`src/rtl/chess_pkg.sv`:
```
// chess_pkg: shared piece codes, board geometry, square index type and opening layout
package chess_pkg;
  localparam logic [3:0] EMPTY    = 4'd0;
  localparam logic [3:0] W_PAWN   = 4'd1;
  localparam logic [3:0] W_KNIGHT = 4'd2;
  localparam logic [3:0] W_BISHOP = 4'd3;
  localparam logic [3:0] W_ROOK   = 4'd4;
  localparam logic [3:0] W_QUEEN  = 4'd5;
  localparam logic [3:0] W_KING   = 4'd6;
  localparam logic [3:0] B_PAWN   = 4'd9;
  localparam logic [3:0] B_KNIGHT = 4'd10;
  localparam logic [3:0] B_BISHOP = 4'd11;
  localparam logic [3:0] B_ROOK   = 4'd12;
  localparam logic [3:0] B_QUEEN  = 4'd13;
  localparam logic [3:0] B_KING   = 4'd14;
  localparam int SQ_SIZE  = 55;
  localparam int BOARD_SQ = 8;
  typedef logic [5:0] sq_t;
  function automatic logic [3:0] back_rank(input logic [2:0] col, input logic black);
    return (col == 3'd0 || col == 3'd7) ? (black ? B_ROOK : W_ROOK) :
           (col == 3'd1 || col == 3'd6) ? (black ? B_KNIGHT : W_KNIGHT) :
           (col == 3'd2 || col == 3'd5) ? (black ? B_BISHOP : W_BISHOP) :
           (col == 3'd3) ? (black ? B_QUEEN : W_QUEEN) : (black ? B_KING : W_KING);
  endfunction
  function automatic logic [3:0] init_piece(input sq_t sq);
    return (sq[5:3] == 3'd0) ? back_rank(sq[2:0], 1'b1) :
           (sq[5:3] == 3'd1) ? B_PAWN :
           (sq[5:3] == 3'd6) ? W_PAWN :
           (sq[5:3] == 3'd7) ? back_rank(sq[2:0], 1'b0) : EMPTY;
  endfunction
endpackage

```
`src/rtl/board_state_ram.sv`:
```
// board_state_ram: 64-square piece store with two combinational reads and one write port with square clear
module board_state_ram
  import chess_pkg::*;
(
  input  logic       vga_clk,
  input  logic       reset,
  input  sq_t        pix_sq,
  output logic [3:0] pix_piece,
  input  sq_t        mv_sq,
  output logic [3:0] mv_piece,
  input  logic       wr_en,
  input  sq_t        wr_sq,
  input  logic [3:0] wr_piece,
  input  logic       clr_en,
  input  sq_t        clr_sq
);
  logic [3:0] mem [64];
  assign pix_piece = mem[pix_sq];
  assign mv_piece  = mem[mv_sq];
  // reset loads the opening layout; the write beats the clear so a same-square move keeps its piece
  always_ff @(posedge vga_clk)
    for (int i = 0; i < 64; i++)
      if (reset) mem[i] <= init_piece(sq_t'(i));
      else if (wr_en && wr_sq == sq_t'(i)) mem[i] <= wr_piece;
      else if (clr_en && clr_sq == sq_t'(i)) mem[i] <= EMPTY;
endmodule

```
`src/rtl/board_sprite_sel.sv`:
```
// board_sprite_sel: beam-to-square decode, sprite origin, registered pixel attributes and move handling
module board_sprite_sel
  import chess_pkg::*;
#(
  parameter int BOARD_X0     = 100,
  parameter int BOARD_Y0     = 20,
  parameter int BLINK_FRAMES = 30
) (
  input  logic       vga_clk,
  input  logic       reset,
  input  logic [9:0] DrawX,
  input  logic [9:0] DrawY,
  input  logic       mv_valid,
  output logic       mv_ready,
  input  logic [5:0] mv_from,
  input  logic [5:0] mv_to,
  input  logic [3:0] mv_promo,
  input  logic       wr_en,
  input  logic [5:0] wr_sq,
  input  logic [3:0] wr_piece,
  input  logic [5:0] cursor_sq,
  input  logic [5:0] sel_sq,
  input  logic       sel_valid,
  output logic [9:0] offsetX,
  output logic [9:0] offsetY,
  output logic [3:0] pix_piece,
  output logic       pix_square_on,
  output logic       pix_light,
  output logic       pix_cursor,
  output logic       pix_sel
);
  localparam int BOARD_PX = SQ_SIZE * BOARD_SQ;
  typedef enum logic [1:0] {IDLE, READ, WRITE} mv_state_t;
  mv_state_t state, state_nxt;
  logic [9:0] dx, dy, xo, yo, lx, ly;
  logic [2:0] col, row;
  logic on, border, frame_start, blink;
  logic [15:0] frame_cnt;
  sq_t sq, from_q, to_q, ram_sq;
  logic [3:0] promo_q, piece_q, rd_pix, rd_mv, ram_piece;
  logic ram_we, ram_clr;
  assign dx = DrawX - 10'(BOARD_X0);
  assign dy = DrawY - 10'(BOARD_Y0);
  assign on = DrawX >= 10'(BOARD_X0) && DrawX < 10'(BOARD_X0 + BOARD_PX) &&
              DrawY >= 10'(BOARD_Y0) && DrawY < 10'(BOARD_Y0 + BOARD_PX);
  // column/row found by comparing against the fixed square boundaries instead of dividing
  always_comb begin
    col = '0;
    row = '0;
    xo = '0;
    yo = '0;
    for (int k = 1; k < BOARD_SQ; k++) begin
      if (dx >= 10'(k * SQ_SIZE)) begin
        col = 3'(k);
        xo = 10'(k * SQ_SIZE);
      end
      if (dy >= 10'(k * SQ_SIZE)) begin
        row = 3'(k);
        yo = 10'(k * SQ_SIZE);
      end
    end
  end
  assign lx = dx - xo;
  assign ly = dy - yo;
  assign border = lx <= 10'd2 || lx >= 10'(SQ_SIZE - 3) || ly <= 10'd2 || ly >= 10'(SQ_SIZE - 3);
  assign sq = {row, col};
  assign offsetX = on ? 10'(BOARD_X0) + xo : '0;
  assign offsetY = on ? 10'(BOARD_Y0) + yo : '0;
  board_state_ram u_ram (
    .vga_clk  (vga_clk),
    .reset    (reset),
    .pix_sq   (sq),
    .pix_piece(rd_pix),
    .mv_sq    (from_q),
    .mv_piece (rd_mv),
    .wr_en    (ram_we),
    .wr_sq    (ram_sq),
    .wr_piece (ram_piece),
    .clr_en   (ram_clr),
    .clr_sq   (from_q)
  );
  // pixel attributes registered once so they line up with the sprite RGB
  always_ff @(posedge vga_clk)
    if (reset) begin
      pix_square_on <= 1'b0;
      pix_piece <= EMPTY;
      pix_light <= 1'b0;
      pix_cursor <= 1'b0;
      pix_sel <= 1'b0;
    end else begin
      pix_square_on <= on;
      pix_piece <= on ? rd_pix : EMPTY;
      pix_light <= on && !(row[0] ^ col[0]);
      pix_cursor <= on && blink && sq == cursor_sq && border;
      pix_sel <= on && sel_valid && sq == sel_sq;
    end
  assign frame_start = DrawX == '0 && DrawY == '0;
  // cursor blink flips every BLINK_FRAMES frame starts
  always_ff @(posedge vga_clk)
    if (reset) begin
      blink <= 1'b1;
      frame_cnt <= '0;
    end else if (frame_start) begin
      blink <= (frame_cnt == 16'(BLINK_FRAMES - 1)) ? !blink : blink;
      frame_cnt <= (frame_cnt == 16'(BLINK_FRAMES - 1)) ? '0 : frame_cnt + 16'd1;
    end
  // move FSM state register
  always_ff @(posedge vga_clk)
    state <= reset ? IDLE : state_nxt;
  // move FSM next state and board write steering; direct writes only get the port while idle
  always_comb begin
    mv_ready = state == IDLE;
    state_nxt = state == IDLE ? (mv_valid ? READ : IDLE) : state == READ ? WRITE : IDLE;
    ram_we = state == WRITE || (state == IDLE && wr_en);
    ram_clr = state == WRITE;
    ram_sq = state == WRITE ? to_q : wr_sq;
    ram_piece = state == WRITE ? (promo_q != EMPTY ? promo_q : piece_q) : wr_piece;
  end
  // latch the move on accept, then capture the moving piece during READ
  always_ff @(posedge vga_clk)
    if (reset) begin
      from_q <= '0;
      to_q <= '0;
      promo_q <= EMPTY;
      piece_q <= EMPTY;
    end else if (mv_valid && mv_ready) begin
      from_q <= mv_from;
      to_q <= mv_to;
      promo_q <= mv_promo;
    end else if (state == READ) piece_q <= rd_mv;
endmodule

```
`config.mk`:
```
export PLATFORM = sky130hd
export DESIGN_NAME = board_sprite_sel
export DESIGN_NICKNAME = d
export VERILOG_FILES = /design/src/rtl/chess_pkg.sv /design/src/rtl/board_state_ram.sv /design/src/rtl/board_sprite_sel.sv
export SDC_FILE = /design/constraint.sdc
export NUM_CORES = 1
export LEC_CHECK = 0
export ABC_AREA = 1
export BUFFER_PORTS_ARGS = -buffer_cell sky130_fd_sc_hd__buf_2
export CAP_MARGIN = 20
export CELL_PAD_IN_SITES_DETAIL_PLACEMENT = 0
export CELL_PAD_IN_SITES_GLOBAL_PLACEMENT = 2
export CORE_ASPECT_RATIO = 0.7
export CORE_UTILIZATION = 33
export DETAILED_ROUTE_END_ITERATION = 16
export PLACE_DENSITY_LB_ADDON = 0.25
export SLEW_MARGIN = 0
export SYNTH_ARGS = -nofsm -noshare
export SYNTH_HDL_FRONTEND = slang
export SYNTH_SLANG_ARGS = --single-unit
```
`constraint.sdc`:
```
create_clock -name vga_clk -period 4.1 [get_ports vga_clk]
set_input_delay 0.615 -clock vga_clk [delete_from_list [all_inputs] [get_ports vga_clk]]
set_output_delay 0.615 -clock vga_clk [all_outputs]
set_load 0.02 [all_outputs]
```
# Yosys cells after proc, flatten, opt, wreduce, memory -nomap -nowiden
# Memory sizes are Yosys's and may differ from the RTL's. A register that Yosys moved wholly into a read port is not among the register bits.
# Cells that the tools add are included.
# totals
regBits,39
latchBits,0
ramBits,256
romBits,0
inputBits,63
out_inout_bits,29
wordCells,1072
memories,1
# op_classes
n_addsub,7
multipliers,0
n_div,0
order_cmp,22
eq_ne,131
shifts,0
muxes,615
bitwise_logic,131
reduce_logical,155
# mem_list
memory,depth,width,read_ports,rd_ports_with_merged_regs,wr,line_no,text
u_ram.mem,64,4,2,2,64,board_state_ram.sv:17,logic [3:0] mem [64];
# op_table
cell,count
$mux 4,130
$mux 1,453
$eq 6x6->1 const B,64
$eq 6x5->1 const B,32
$logic_and 1x1->1,140
$mux 10,14
$or 1x1->1,128
$eq 6x4->1 const B,16
$ge 10x9->1 const B,6
$eq 6x3->1 const B,8
$ge 10x6->1 const B,4
$ge 10x8->1 const B,4
$mux 3,12
$ge 10x7->1 const B,3
$eq 6x2->1 const B,4
$le 10x2->1 const B,2
$logic_not 10->1,2
$sub 10x10->10,2
$mux 6,3
$add 16x1->16 const B,1
$eq 16x5->1 const B,1
$mux 16,1
$eq 6x1->1 const B,2
$eq 6x6->1,2
other kinds (19),27

# Logic depth before layout (Yosys ltp)
# Gate-level depths: netlist of the first run.
# logic_depth
depth_word,15
mapped_depth,33
ltp_nobuf,31

# By module
# Synthesis of the first run repeated with hierarchy kept, for this count alone.
# unflattened
hier_cells,2951
area_unflattened_um2,20616.0
# by_module_without_submodules
module,instances,cells_per_inst,area_per_inst_um2,seq_area_each_um2
board_state_ram,1,2173,15856.5,7687.4
board_sprite_sel,1,778,4759.6,940.9

# Worst setup path before layout of the first run
# Ideal clock, no wire load.
# synth_timing
kind,input port to flip-flop
startpoint,input DrawY[2]
endpoint,register pix_cursor
setup_ps,120
t_arrival_ps,4211
t_required_ps,3980
slack_ps,-232
path_stages,27
n_path_buf,1
path_cell_list,inv_1 -> ha_1 -> or2_1 -> nand2_2 -> xor2_2 -> inv_2 -> nor2_1 -> inv_1 -> nand2_1 -> nand2_1 -> inv_2 -> nand2_2 -> a21oi_4 -> nor2_4 -> buf_4 -> ha_1 -> fa_1 -> o21ai_0 -> a21oi_1 -> o21ai_0 -> a21oi_1 -> o21ai_0 -> xor2_1 -> nor3_1 -> nand4_1 -> a21oi_1 -> a21oi_1
# synth_via
elab_chain_cells,14
elab_cells_between_ends,35
classes_between,add/sub (2); order compare (11); eq/ne (1); mux (14); reduce/logical (7)
# synth_lines
item,line_no,text
"start, declared",board_sprite_sel.sv:12,"input logic [9:0] DrawY,"
$sub 10x5->10,board_sprite_sel.sv:43,assign dy = DrawY - 10'(BOARD_Y0);
$ge 10x6->1,board_sprite_sel.sv:57,if (dy >= 10'(k * SQ_SIZE)) begin
$mux 6,board_sprite_sel.sv:57,
$mux 10 (6 in a row),board_sprite_sel.sv:57,
$sub 10x10->10,board_sprite_sel.sv:64,assign ly = dy - yo;
$le 10x2->1,board_sprite_sel.sv:65,assign border = lx <= 10'd2 || lx >= 10'(SQ_SIZE - 3) || ly <= 10'd2 || ly >= 10'(SQ_SIZE - 3);
$logic_or 1x1->1 (2 in a row),board_sprite_sel.sv:65,
$logic_and 1x1->1 (*),board_sprite_sel.sv:94,pix_cursor <= on && blink && sq == cursor_sq && border;
"end signal, assigned",board_sprite_sel.sv:94,
"end, declared",board_sprite_sel.sv:29,"output logic pix_cursor,"
# Mark *: on every way between the ends. The rest lies on a longest branch, timed or not.
# A chain may end at the register's enable or synchronous reset.

# Final worst setup path of the first run
# layout_timing
startpoint,input DrawX[3]
endpoint,output offsetX[6]
# layout_via
elab_chain_cells,11
elab_cells_between_ends,22
classes_between,add/sub (2); order compare (9); mux (8); reduce/logical (3)
# layout_lines
item,line_no,text
"start, declared",board_sprite_sel.sv:11,"input logic [9:0] DrawX,"
$sub 10x7->10,board_sprite_sel.sv:42,assign dx = DrawX - 10'(BOARD_X0);
$ge 10x6->1,board_sprite_sel.sv:53,if (dx >= 10'(k * SQ_SIZE)) begin
$mux 6,board_sprite_sel.sv:53,
$mux 10 (6 in a row),board_sprite_sel.sv:53,
$add 7x10->10,board_sprite_sel.sv:67,assign offsetX = on ? 10'(BOARD_X0) + xo : '0;
$mux 10 (*),board_sprite_sel.sv:67,
"end, declared",board_sprite_sel.sv:24,"output logic [9:0] offsetX,"
# Marks and branches as above.

==> results of run 1 <==
## cell type report
type                       instances  area, um2  share of cell area [%]
multi-input combinational       1827       9060                    38.5
sequential                       303       8630                    36.6
inverter                         489       1840                    7.81
timing repair buffer             247       1740                    7.38
clock buffer                      49       1060                    4.52
tap                              808       1010                    4.29
clock inverter                    17        205                   0.871
antenna                            2       5.00                  0.0212
## routing by layer
| layer | part of all wire, % | wire, um |
|---|---|---|
| met1 | 47 | 40300 |
| met5 | 0.015 | 13 |
| met3 | 11 | 9100 |
| met2 | 40 | 34000 |
| met4 | 2.8 | 2410 |
## cell usage after synthesis, types with 20 or more instances
library cell | number | area [um2]
o21ai_0 | 197 | 986
nor2_1 | 457 | 1720
nand4_1 | 22 | 138
inv_1 | 464 | 1740
clkbuf_1 | 63 | 236
buf_2 | 29 | 145
buf_1 | 35 | 131
o22ai_1 | 85 | 532
o21ai_1 | 20 | 100
nand2_1 | 391 | 1470
edfxtp_1 | 256 | 7690
dfxtp_1 | 47 | 941
a21oi_1 | 67 | 335
ha_1 | 34 | 425
nand3_1 | 382 | 1910
## metrics by stage
| stage | util (%) | power, mW |
|---|---|---|
| 3_5_place_dp | 37.1 | 5.83 |
| 4_1_cts | 39.2 | 9.32 |
| 3_3_place_gp | 37.1 | 5.83 |
| 2_1_floorplan | - | 4.83 |
| 6_report | 39.3 | 9.34 |
| 5_1_grt | 39.3 | 9.67 |
## registers in the layout, summed over array words and instances, names as in the netlist
register       count
u_ram.mem        256
frame_cnt         16
from_q             6
to_q               6
piece_q            4
pix_piece          4
promo_q            4
state              2
blink              1
pix_cursor         1
pix_light          1
pix_sel            1
pix_square_on      1
## worst min path at each step
stage / startpoint / endpoint / slack, ns / cells past startpoint
2_1_floorplan: frame_cnt[15]$_SDFFE_PP0P_ / frame_cnt[15]$_SDFFE_PP0P_ / 0.42 / 1
3_3_place_gp: frame_cnt[15]$_SDFFE_PP0P_ / frame_cnt[15]$_SDFFE_PP0P_ / 0.44 / 1
3_5_place_dp: frame_cnt[15]$_SDFFE_PP0P_ / frame_cnt[15]$_SDFFE_PP0P_ / 0.45 / 1
4_1_cts: sel_sq[0] / pix_sel$_SDFF_PP0_ / 0.23 / 2
5_1_grt: sel_sq[0] / pix_sel$_SDFF_PP0_ / 0.25 / 2
6_report: sel_sq[0] / pix_sel$_SDFF_PP0_ / 0.25 / 2
## cell families after synthesis
kind of cell	count (synthesis)
simple gates	1325
buf+inv	631
compound gates	437
flops	303
fa+ha+maj	36
xor+xnor	27
other cells	1
## what timing repair did
action | 4_1_cts | 5_1_grt
gates resized for setup | 0 | 14
setup endpoints to repair | 0 | 5
hold buffers | 0 | 0
## power by group through the flow
stage	clock network [mW]	logic [mW]	registers, mW
finish	3.50	2.36	3.48
global route	3.67	2.52	3.48
CTS	3.54	2.29	3.48
detailed placement	0	2.28	3.54
global placement	0	2.29	3.54
floorplan	0	1.31	3.52
==> run_results.csv, run 1 <==
group,metric,value,unit
outcome,status,"finished, final reports clean",
placement,place_ws,-0.157,ns
critical_path,r2r_end,"u_ram.mem[18][0]$_SDFFCE_PP0P_",
floorplan,fp.dieArea,61800,um2
clock_tree,clock-sinks,303,
critical_path,worstPathMaxFanout,8,
detailed_routing,drt_first_pass_iters,6,
sta,skew,0.0305,ns
placement,dp.cells,3673,
global_routing,grtUsageMet1,41.8,%
clock_tree,cts.path.max_buffers,3,
critical_path,worstPathArrival,3.22,ns
sta,whs,0.247,ns
synthesis,synth_area,20100,um2
clock_tree,cts_tree,"yes",
finish,drive_gt1_share,13.1,%
finish,final_cells,3742,
critical_path,worst_setup_path_end_kind,"primary output",
global_routing,grt_pass1_vias,18682,
synthesis,synthAdderAreaFrac,2.32,%
critical_path,path_cells,"buf_2 -> buf_4 -> nor2_2 -> nand2_2 -> nand2_1 -> nand2_1 -> nand2_1 -> buf_4 -> nand3_2 -> buf_4 -> a21oi_4 -> nand2_1 -> nand2_1 -> nand2_1 -> nand2_4 -> buf_6 -> inv_1 -> ha_1 -> nand3_1 -> nand2_1 -> xor2_1 -> nor2_1 -> buf_4",
clock_tree,post_cts_buffers,0,
placement,place_area,22200,um2
sta,finalHoldViolations,0,
clock_tree,cts-root-buf,"clkbuf_16",
global_routing,use_met2,37.4,%
power_and_ir_drop,p_comb_share,25.3,%
critical_path,cpLargestDelayFamily,"simple AND/OR/NAND/NOR gates",
global_routing,grt.total_usage,27.1,%
sta,min_period,3.83,ns
power_and_ir_drop,p_sw,3.12,mW
run,cap_viol_max_count,0,
synthesis,syn_area_per_cell,7.27,um2
synthesis,synth-async-reset-ratio,0,%
placement,port_buffers,89,
synthesis,synthCells,2760,
critical_path,worstSetupPathType,"primary input to primary output",
sta,worst_pin_slew,1.04,ns
synthesis,synthSimpleGateAreaFrac,28.5,%
sta,setup_ws,0.266,ns
finish,fillers,6222,
finish,syn2layout_area_growth,17.4,%
synthesis,synth_edf_count,256,
synthesis,synth.ff_latch_count,303,
critical_path,rr_worst_depth,12,
detailed_routing,vias_per_cell,5.42,
floorplan,rows,75,
critical_path,start_kind,"primary input",
clock_tree,cts_htree_levels,2,
synthesis,yosysSeqAreaShare,43.0,%
synthesis,synth_flop_cell,"edfxtp_1",
power_and_ir_drop,swShare,33.4,%
synthesis,yosys-mux-area-fraction,0,%
floorplan,die_h,208,um
finish,nets,3003,
finish,final_cell_mix,"inv_1, nor2_1, nand2_1",
detailed_routing,drcViolationCount,0,
critical_path,timing.rr.start,"state[1]$_SDFF_PP0_",
hold_path,hp-class,"primary input to flop",
floorplan,core_area,60000,um2
critical_path,crit_top_cell,"nand2_1",
synthesis,synth_xor_xnor_area_share,1.25,%
detailed_routing,vias,20280,
power_and_ir_drop,leakagePower,10.1,nW
critical_path,r2r_slack,0.42,ns
clock_tree,cts-buffers-inserted,36,
detailed_routing,drt_iter0_markers,2223,
detailed_routing,antenna_left,0,
power_and_ir_drop,cellInternalPower,6.22,mW
sta,slew-limit-headroom,30.8,%
critical_path,setup.worst_path.end,"offsetX[6]",
critical_path,cpMaxStageDelayCell,"ha_1",
finish,stdcell_area,23600,um2
power_and_ir_drop,p_seq_share,37.2,%
sta,max_freq,261,MHz
global_routing,antenna_found_initial,4,
global_routing,grt_overflow,0,
sta,fin_crit_sh,93.5,%
sta,tns,0,ns
power_and_ir_drop,power_density,397,nW/um2
clock_tree,clk_latency,0.57,ns
critical_path,startpoint,"DrawX[3]",
sta,setup_violations,0,
critical_path,crit_path_max_incr_delay,0.21,ns
synthesis,synth_top_family_by_area,"simple AND/OR/NAND/NOR gates",
power_and_ir_drop,ir_worst_vdd,0.284,mV
synthesis,yosys.cell_types.count,54,
detailed_routing,wl_per_cell,22.9,um
global_routing,grt.busiest_layer,"met1",
global_routing,use_met3,5.51,%
floorplan,io_pins,92,
placement,hpwlAfterDp,61100,um
detailed_routing,routed_wl,85900,um
floorplan,floorplan.initialDensity,33.5,%
finish,layout_commonest_cell,"inv_1",
synthesis,ys_warn_count,0,
clock_tree,clkTransAtPathRegs,0.06,ns
global_routing,grt_max_degree,117,
floorplan,die_x,297,um
sta,drv_slew,0,
power_and_ir_drop,clkPwrFrac,37.5,%
critical_path,crit_cells,23,
global_routing,grt_pass1_wl,125000,um
placement,gp_congestion,0.931,
synthesis,synth-compound-area-share,12.5,%
critical_path,path_buf_inv,7,
critical_path,crit_required,3.48,ns
Power figures use the tool's default switching activity.
==> inputs of run 2 (changes only) <==
--- a/config.mk
+++ b/config.mk
@@ -11,10 +11,11 @@
 export CELL_PAD_IN_SITES_DETAIL_PLACEMENT = 0
 export CELL_PAD_IN_SITES_GLOBAL_PLACEMENT = 2
 export CORE_ASPECT_RATIO = 0.7
-export CORE_UTILIZATION = 33
+export CORE_UTILIZATION = 35
 export DETAILED_ROUTE_END_ITERATION = 16
 export PLACE_DENSITY_LB_ADDON = 0.25
 export SLEW_MARGIN = 0
 export SYNTH_ARGS = -nofsm -noshare
 export SYNTH_HDL_FRONTEND = slang
+export SYNTH_HIERARCHICAL = 1
 export SYNTH_SLANG_ARGS = --single-unit
==> constraint.sdc (replaced) <==
create_clock -name vga_clk -period 3.9 [get_ports vga_clk]
set_input_delay 0.585 -clock vga_clk [delete_from_list [all_inputs] [get_ports vga_clk]]
set_output_delay 0.585 -clock vga_clk [all_outputs]
set_load 0.02 [all_outputs]
==> run 2 against run 1 <==
Net effect:
- non-clock buffer count shrank 55
- cell count grew 1.8%
- register-to-register slack gained 0.12 ns
- setup slack lost 0.0057 ns
- clock power grew 2%
==> run_results.csv, run 2 <==
group,metric,value,unit
finish,largest_reg_flops,256,
synthesis,synth_flop_cell,"edfxtp_1",
critical_path,worstPathMaxFanout,5,
sta,min_period,3.64,ns
finish,syn2layout_area_growth,13.8,%
synthesis,synth.ff_latch_count,303,
placement,gp_congestion,0.959,
clock_tree,cts_tree,"yes",
synthesis,yosysTopAreaCell,"edfxtp_1",
critical_path,worst_setup_path_end_kind,"primary output",
synthesis,synth_area_leaders,"edfxtp_1, nand2_1, nand3_1, nor2_1, dfxtp_1",
detailed_routing,antenna_left,0,
sta,rsz0062_at_grt,"no",
synthesis,synth_edf_count,256,
synthesis,synth_area,20600,um2
clock_tree,cts-root-buf,"clkbuf_16",
detailed_routing,vias,21155,
clock_tree,cts_htree_levels,2,
floorplan,fp.dieArea,59900,um2
run,cap_viol_max_count,0,
power_and_ir_drop,power_density,416,nW/um2
hold_path,hp-class,"primary input to flop",
synthesis,synth.most_common_cell,"nand2_1",
clock_tree,cts_resized,0,
clock_tree,clk_latency,0.57,ns
floorplan,io_pins,92,
synthesis,yosysSeqAreaShare,41.9,%
detailed_routing,routed_wl,85700,um
finish,fillers,6120,
clock_tree,post_cts_buffers,0,
critical_path,worstPathArrival,3.05,ns
finish,drive_gt1_share,11.3,%
placement,port_buffers,89,
critical_path,start_kind,"primary input",
sta,fin_crit_sh,93.3,%
clock_tree,clkTransAtPathRegs,0.06,ns
placement,hpwlAfterDp,60500,um
finish,regMostFlops,"u_ram/mem",
critical_path,worstSetupPathType,"primary input to primary output",
finish,nets,3120,
sta,tns,0,ns
hold_path,worst_hold_path.num_cells,3,
synthesis,synth-async-reset-ratio,0,%
sta,drv_slew,0,
synthesis,synthCells,2951,
global_routing,grt_max_degree,99,
floorplan,floorplan.initialDensity,35.4,%
synthesis,synth_common_cells,"nand2_1, nand3_1, nor2_1",
floorplan,rows,74,
global_routing,grt.total_usage,28.5,%
clock_tree,clock-sinks,303,
global_routing,grt_pass1_wl,127000,um
clock_tree,cts.path.max_buffers,3,
floorplan,die_h,205,um
sta,worst_pin_slew,1.18,ns
sta,max_freq,275,MHz
synthesis,ys_warn_count,6,
global_routing,grt_pass1_vias,19406,
finish,top_regs,"u_ram/mem x256, frame_cnt x16",
finish,regArea,8630,um2
synthesis,synth_top_area_share,37.3,%
global_routing,antenna_found_initial,0,
detailed_routing,vias_per_cell,5.56,
global_routing,grt_overflow,0,
synthesis,yosys.cell_types.count,54,
detailed_routing,drt_iter0_markers,2799,
critical_path,crit_required,3.31,ns
finish,n_antenna_cell,0,
finish,final_cell_mix,"nand2_1, nand3_1, nor2_1",
power_and_ir_drop,ir_worst_vdd,0.242,mV
outcome,status,"finished, final reports clean",
floorplan,die_x,292,um
sta,whs,0.266,ns
finish,layout_commonest_cell,"nand2_1",
sta,setup_violations,0,
detailed_routing,drcViolationCount,0,
synthesis,syn_area_per_cell,6.99,um2
clock_tree,cts-buffers-inserted,37,
detailed_routing,drt_first_pass_iters,9,
finish,multi_input_area,10400,um2
power_and_ir_drop,leakagePower,9.96,nW
floorplan,core_area,58200,um2
sta,skew,0.0224,ns
critical_path,rr_worst_depth,11,
clock_tree,hold_buffers,0,
sta,slew-limit-headroom,20.5,%
detailed_routing,wl_per_cell,22.5,um
sta,finalHoldViolations,0,
run 2: changes by cell type in the layout (fill, tap and decap cells not counted), moves of 18 or more:
| cell | change |
|---|---|
| o221ai_1 | -19 |
| buf_4 | -60 |
| o21ai_1 | -18 |
| inv_1 | -260 |
| nand3_1 | +183 |
| o22ai_1 | -84 |
| o21ai_0 | -95 |
| a21oi_1 | +36 |
| nor2_1 | -86 |
| nand2_1 | +538 |
run 2: final timing paths:
check	endpoint	slack [ns]	start
max reg2reg	u_ram/mem[47][1]$_SDFFCE_PP0P_	0.54	state[1]$_SDFF_PP0_
min	from_q[3]$_SDFFE_PP0P_	0.27	mv_from[3]
min reg2reg	frame_cnt[15]$_SDFFE_PP0P_	0.46	frame_cnt[15]$_SDFFE_PP0P_
max	offsetX[6]	0.26	DrawX[3]
run 2: kinds of logic after synthesis:
logic type / after synthesis / synth area share (%)
AOI/OAI and AO/OA: 229 / 5.98
xor gates and xnor gates: 18 / 0.856
adders and majority gates: 36 / 2.26
buffers and inverters: 394 / 7.76
DFF: 303 / 41.9
other: 1 / 0.0182
and+or+nand+nor: 1970 / 41.3
run 2: routing by layer:
layer | vias to the layer above | wire, um | GRT usage [%]
li1 | 9876 | - | -
met1 | 10050 | 41900 | 45.2
met2 | 1110 | 33600 | 39.4
met3 | 119 | 8800 | 4.93
met4 | 0 | 1410 | 5.66
met5 | - | 0 | 0
run 2: power breakdown:
group / leakage, nW / internal (mW) / switching, mW
Clock: 0.589 / 2.08 / 1.48
Sequential: 2.83 / 3.60 / 0.0786
Combinational: 6.54 / 0.722 / 1.80
run 2: per-stage QoR:
step | cell area (um2) | setup WS (ns) | cells | power, mW | utilization, %
finish | 23500 | 0.260 | 3808 | 9.77 | 40.3
global route | 23500 | 0.00962 | 3808 | 10.2 | 40.3
CTS | 23500 | 0.243 | 3808 | 9.77 | 40.3
floorplan | 20600 | 0.420 | 2952 | 5.21 | -
detailed placement | 22300 | 0.0351 | 3742 | 6.21 | 38.2
global placement | 22300 | 0.0637 | 3742 | 6.21 | 38.2
run 2: final cells by class:
type	instances	area share (%)
inverters	232	3.73
repair buffers	192	5.95
clock inverters	11	0.496
well taps	760	4.05
flip-flops and latches	303	36.8
clock buffers	55	4.68
multi-input cells	2255	44.3
run 2: worst max-delay path, stage by stage:
cell and delay, ns:
buf_2 0.12, inv_1 0.12, ha_1 0.20, nand2_2 0.09, nand2_2 0.10, nand2_4 0.08
xor2_4 0.18, buf_4 0.16, a21oi_4 0.16, buf_4 0.16, nand2_1 0.06, nand2_1 0.05
nand2_1 0.10, buf_4 0.16, inv_1 0.05, ha_1 0.15, nand3_1 0.10, nand2_1 0.09
xnor2_1 0.12, nor2_1 0.05, buf_2 0.16
